==> config.mk <==
export PLATFORM = sky130hd
export DESIGN_NAME = alu_issue_stage
export DESIGN_NICKNAME = d
export VERILOG_FILES = /design/src/rtl/alu_issue_stage.sv
export SDC_FILE = /design/constraint.sdc
export NUM_CORES = 1
export LEC_CHECK = 0
export CAP_MARGIN = 20
export CELL_PAD_IN_SITES_DETAIL_PLACEMENT = 0
export CELL_PAD_IN_SITES_GLOBAL_PLACEMENT = 2
export CORE_MARGIN = 10
export CORE_UTILIZATION = 29
export DETAILED_ROUTE_END_ITERATION = 16
export GPL_TIMING_DRIVEN = 0
export PLACE_DENSITY_LB_ADDON = 0.1
export SETUP_SLACK_MARGIN = 0.05
export SYNTH_ARGS = -nofsm -noshare
export SYNTH_HDL_FRONTEND = slang
export SYNTH_SLANG_ARGS = --single-unit
==> constraint.sdc <==
create_clock -name clk -period 3.51 [get_ports clk]
set_input_delay 0.351 -clock clk [delete_from_list [all_inputs] [get_ports clk]]
set_output_delay 0.351 -clock clk [all_outputs]
set_load 0.02 [all_outputs]
==> src/rtl/alu_issue_stage.sv <==
`default_nettype none

`ifndef XLEN
`define XLEN 32
`endif

// ============================================================================
// Module      : alu_issue_stage
// Description : ID/EX pipeline register feeding the ALU. Holds one decoded
//               instruction, forwards MEM/WB results into its source operands,
//               selects PC/immediate operands, stalls on load-use hazards and
//               drops work on a branch-redirect flush.
// Revision    : 1.0 - initial release
// ============================================================================
module alu_issue_stage #(
  parameter int N     = `XLEN,
  parameter int REG_W = 5
) (
  input  logic             clk,
  input  logic             rst_n,
  input  logic             flush,
  // decode side
  input  logic             in_valid,
  output logic             in_ready,
  input  logic [REG_W-1:0] in_rs1,
  input  logic [REG_W-1:0] in_rs2,
  input  logic [N-1:0]     in_rs1_val,
  input  logic [N-1:0]     in_rs2_val,
  input  logic [N-1:0]     in_imm,
  input  logic [N-1:0]     in_pc,
  input  logic             in_a_sel_pc,
  input  logic             in_b_sel_imm,
  input  logic [3:0]       in_alu_control,
  input  logic [REG_W-1:0] in_rd,
  input  logic             in_is_load,
  // forwarding sources
  input  logic             mem_wr_en,
  input  logic             mem_is_load,
  input  logic [REG_W-1:0] mem_rd,
  input  logic [N-1:0]     mem_result,
  input  logic             wb_wr_en,
  input  logic [REG_W-1:0] wb_rd,
  input  logic [N-1:0]     wb_result,
  // execute side
  output logic             out_valid,
  input  logic             out_ready,
  output logic [N-1:0]     alu_a,
  output logic [N-1:0]     alu_b,
  output logic [3:0]       alu_control,
  output logic [REG_W-1:0] out_rd,
  output logic             out_is_load,
  output logic [N-1:0]     out_rs2_fwd
);

  localparam logic [REG_W-1:0] c_x0 = '0;

  logic             valid_q;
  logic [REG_W-1:0] rs1_q;
  logic [REG_W-1:0] rs2_q;
  logic [N-1:0]     rs1_val_q;
  logic [N-1:0]     rs2_val_q;
  logic [N-1:0]     imm_q;
  logic [N-1:0]     pc_q;
  logic             a_sel_pc_q;
  logic             b_sel_imm_q;
  logic [3:0]       alu_control_q;
  logic [REG_W-1:0] rd_q;
  logic             is_load_q;

  logic             hazard;
  logic             capture;
  logic             rs1_load_match;
  logic             rs2_load_match;
  logic             wb_hit_rs1;
  logic             wb_hit_rs2;
  logic [N-1:0]     fwd_rs1;
  logic [N-1:0]     fwd_rs2;

  // Load-use detection: a MEM load whose data is not yet available; rs1 only
  // matters when it actually feeds operand a, rs2 always (it is store data).
  always_comb begin
    rs1_load_match = (rs1_q != c_x0) && (rs1_q == mem_rd) && !a_sel_pc_q;
    rs2_load_match = (rs2_q != c_x0) && (rs2_q == mem_rd);
    hazard         = valid_q && mem_wr_en && mem_is_load && (rs1_load_match || rs2_load_match);
    out_valid      = valid_q && !hazard;
    in_ready       = !valid_q || (out_valid && out_ready);
    capture        = in_valid && in_ready && !flush;
    wb_hit_rs1     = wb_wr_en && (rs1_q != c_x0) && (wb_rd == rs1_q);
    wb_hit_rs2     = wb_wr_en && (rs2_q != c_x0) && (wb_rd == rs2_q);
  end

  // rs1 forwarding: x0 is hard zero, MEM (non-load) beats WB, else held value
  always_comb begin
    fwd_rs1 = rs1_val_q;
    if (rs1_q == c_x0) begin
      fwd_rs1 = '0;
    end else if (mem_wr_en && !mem_is_load && (mem_rd == rs1_q)) begin
      fwd_rs1 = mem_result;
    end else if (wb_hit_rs1) begin
      fwd_rs1 = wb_result;
    end
  end

  // rs2 forwarding: same priority as rs1
  always_comb begin
    fwd_rs2 = rs2_val_q;
    if (rs2_q == c_x0) begin
      fwd_rs2 = '0;
    end else if (mem_wr_en && !mem_is_load && (mem_rd == rs2_q)) begin
      fwd_rs2 = mem_result;
    end else if (wb_hit_rs2) begin
      fwd_rs2 = wb_result;
    end
  end

  // Operand muxing into the ALU and pass-through of held fields
  always_comb begin
    alu_a       = a_sel_pc_q  ? pc_q  : fwd_rs1;
    alu_b       = b_sel_imm_q ? imm_q : fwd_rs2;
    alu_control = alu_control_q;
    out_rd      = rd_q;
    out_is_load = is_load_q;
    out_rs2_fwd = fwd_rs2;
  end

  // Valid tracking: flush wins, then capture, then consume
  always_ff @(posedge clk or negedge rst_n) begin
    if (!rst_n) begin
      valid_q <= 1'b0;
    end else if (flush) begin
      valid_q <= 1'b0;
    end else if (capture) begin
      valid_q <= 1'b1;
    end else if (out_valid && out_ready) begin
      valid_q <= 1'b0;
    end
  end

  // Held instruction fields: load on capture, otherwise refresh register
  // values from WB so a stalled instruction survives its producer retiring.
  always_ff @(posedge clk or negedge rst_n) begin
    if (!rst_n) begin
      rs1_q         <= '0;
      rs2_q         <= '0;
      rs1_val_q     <= '0;
      rs2_val_q     <= '0;
      imm_q         <= '0;
      pc_q          <= '0;
      a_sel_pc_q    <= 1'b0;
      b_sel_imm_q   <= 1'b0;
      alu_control_q <= 4'd0;
      rd_q          <= '0;
      is_load_q     <= 1'b0;
    end else if (capture) begin
      rs1_q         <= in_rs1;
      rs2_q         <= in_rs2;
      rs1_val_q     <= in_rs1_val;
      rs2_val_q     <= in_rs2_val;
      imm_q         <= in_imm;
      pc_q          <= in_pc;
      a_sel_pc_q    <= in_a_sel_pc;
      b_sel_imm_q   <= in_b_sel_imm;
      alu_control_q <= in_alu_control;
      rd_q          <= in_rd;
      is_load_q     <= in_is_load;
    end else if (valid_q) begin
      if (wb_hit_rs1) begin
        rs1_val_q <= wb_result;
      end
      if (wb_hit_rs2) begin
        rs2_val_q <= wb_result;
      end
    end
  end

endmodule

`default_nettype wire

==> results.toml <==
[pwr]
vdd_ir_drop_max_mv = 0.381
p_leak_nw = 6.00
power.density_nw_per_um2 = 511

[floorplanning]
ioPinCount = 340
rows = 65
die_w_microns = 199
die_area_sq_um = 39600
start_util_pct = 29.4
die_y_microns = 199
core_sq_um = 31600

[timing]
finalSetupViolCount = 0
fmax_ghz = 0.298
fin_tns_setup_ps = 0
post-route-period-util_pct = 95.5
whs_ps = 468
grt_setup_unrepaired = "true"
period_minus_slack_ps = 3350
fin_ws_ps = 159
clock_skew_ps = 7.72
finalHoldViolations = 0
max_slew_margin_pct = 44.9
slew_viol_final = 0
tightest_slew_ps = 827

[detailed_routing]
vias = 8833
drtPass1Iterations = 5
via_per_inst = 5.11
route.final.wire_length_microns = 42000
drc_errors = 0
wl_per_cell_microns = 24.3
ant_nets = 0
drtIter0Drc = 515

[grt]
grt.total_usage_pct = 20.9
grt_pass1_vias = 9458
grt_pass1_wl_microns = 61300
overflow = 0
antenna_found_initial = 8
grt_max_degree = 80

[clocking]
cts_buffer_depth = 2
cts_made_buffers = 17
clk_latency_ps = 450
cts_tree = "yes"
path_clk_slew_ps = 60
root_buffer = "clkbuf_16"
cts.sinks = 151
h-tree-depth = 4

[setup_path]
end_kind = "output pin"
start_kind = "flip-flop"
critPathArrivalTime_ps = 3000
reg2regPathDepth = 7
required_ps = 3160
worst-path-max-fanout = 10
path_class = "flip-flop to output pin"

[synthesis]
synthArstFlopShare_pct = 100
syn_area_per_cell_sq_um = 9.82
synth_cell_types = 35
synth_nets = 1178
synth_area_sq_um = 9290
yosys_warnings = 0
synth_ff_type = "dfrtp_1"
ys_seq_area_share_pct = 40.7
synth_cells = 946
yosys_register_bits = 151
synth_edf_count = 0

[layout]
fin_util_pct = 44.0
syn_to_final_growth_pct = 49.4
fill_cells = 3139
final_nets = 1539
layout_commonest_cell = "clkdlybuf4s50_1"
mostFrequentLayoutCells = "clkdlybuf4s50_1 (243), nand2_1 (197), dfrtp_1 (151), mux2_2 (103), a21oi_1 (65)"
stdcell_count = 1728
drive_above_1_share_pct = 21.7

[place]
place_congestion = 0.773
portBuffers = 339
placedCellCount = 1688
place_ws_ps = -697
dp_hpwl_microns = 31700

[flow_run]
drv_cap = 0

[run_status]
outcome = "complete, no violations"

[min_path]
holdCritPathClass = "primary input to asynchronous set/reset pin"
## final timing paths
check                          startpoint             end  slack (ps)
setup / recovery                 rs2_q[3]       alu_b[29]         160
hold / removal                      rst_n        rs2_q[2]         470
setup reg to reg                 rs1_q[1]   rs1_val_q[21]         740
hold reg to reg            alu_control[0]  alu_control[0]         510
max in group asynchronous           rst_n        pc_q[19]        2180
min in group clk           alu_control[0]  alu_control[0]         510
## synth_stat cells (2+ instances only)
cell type / number / share of area [%]
nand2_1: 197 / 8.0
dfrtp_1: 151 / 41
mux2_2: 103 / 12
nor2_1: 68 / 2.7
a21oi_1: 65 / 3.5
a221o_1: 64 / 6.9
clkbuf_1: 54 / 2.2
mux2_4: 40 / 6.5
nor3_1: 34 / 1.8
mux2i_1: 32 / 3.4
o21ai_0: 32 / 1.7
o41ai_1: 32 / 3.0
buf_6: 11 / 1.3
buf_2: 10 / 0.54
xnor2_1: 10 / 0.94
xor2_1: 10 / 0.94
mux2_1: 7 / 0.85
buf_1: 4 / 0.16
inv_1: 2 / 0.081
nand4_1: 2 / 0.13
nor2b_1: 2 / 0.13
nor4_2: 2 / 0.27
or4_4: 2 / 0.24
## final cells by class
cell class / count / area (sq um) / share of cell area [%]
clock inverter: 7 / 91.3 / 0.658
sequential: 151 / 3780 / 27.2
buffer: 77 / 439 / 3.17
antenna: 6 / 15.0 / 0.108
timing repair buffer: 344 / 3280 / 23.7
tap: 402 / 503 / 3.63
clock buffer: 25 / 505 / 3.64
inverter: 2 / 7.51 / 0.0541
multi-input combinational: 714 / 5250 / 37.8
## registers in the layout (all words and copies together) (netlist names), 4 cells and up
register	cells
rs2_val_q	32
out_rd	5
imm_q	32
pc_q	32
rs1_val_q	32
rs1_q	5
rs2_q	5
alu_control	4
## what timing repair did
item | in CTS | in global routing
endpoints found under the hold margin | 72 | 0
hold buffers | 1 | 0
pin swaps | 3 | 1
resized for setup | 231 | 76
setup buffers | 3 | 0
setup endpoints to repair | 96 | 76
## layer usage
metal	track usage (%)	vias up	routed length (microns)
met5	0	-	62
met2	33.0	267	19500
met4	4.89	8	408
met1	27.0	4355	19000
li1	-	4176	-
met3	6.78	27	3100
## stage by stage
stage          total power (W)  cell area (sq um)
5_1_grt                0.00750              13900
4_1_cts                0.00719              13900
6_report               0.00709              13900
3_5_place_dp           0.00537              13200
2_1_floorplan          0.00390               9290
3_3_place_gp           0.00536              13200
## worst max-delay path, cell delays in order, from the launching register on
cell             delay [ps]
dfrtp_1                 430
or4_1                   590
nor2_4                  160
nor4_4                   40
buf_4                   180
buf_6                   170
mux2_1                  260
nor2_1                   70
o41ai_1                 320
clkdlybuf4s15_2         330
## where the power goes
group          internal [W]  switching, W  leakage, nW  total (W)
clock network       0.00114      0.000797        0.293    0.00194
registers           0.00207      0.000206         1.81    0.00228
logic               0.00133       0.00155         3.90    0.00288
## cell families after synthesis
kind of cell    synth area share, %
compound gates                 16.1
xor+xnor                       1.89
buf+inv                        4.30
flops                          40.7
mux                            23.3
simple gates                   13.8
(Power assumes the default switching activity.)
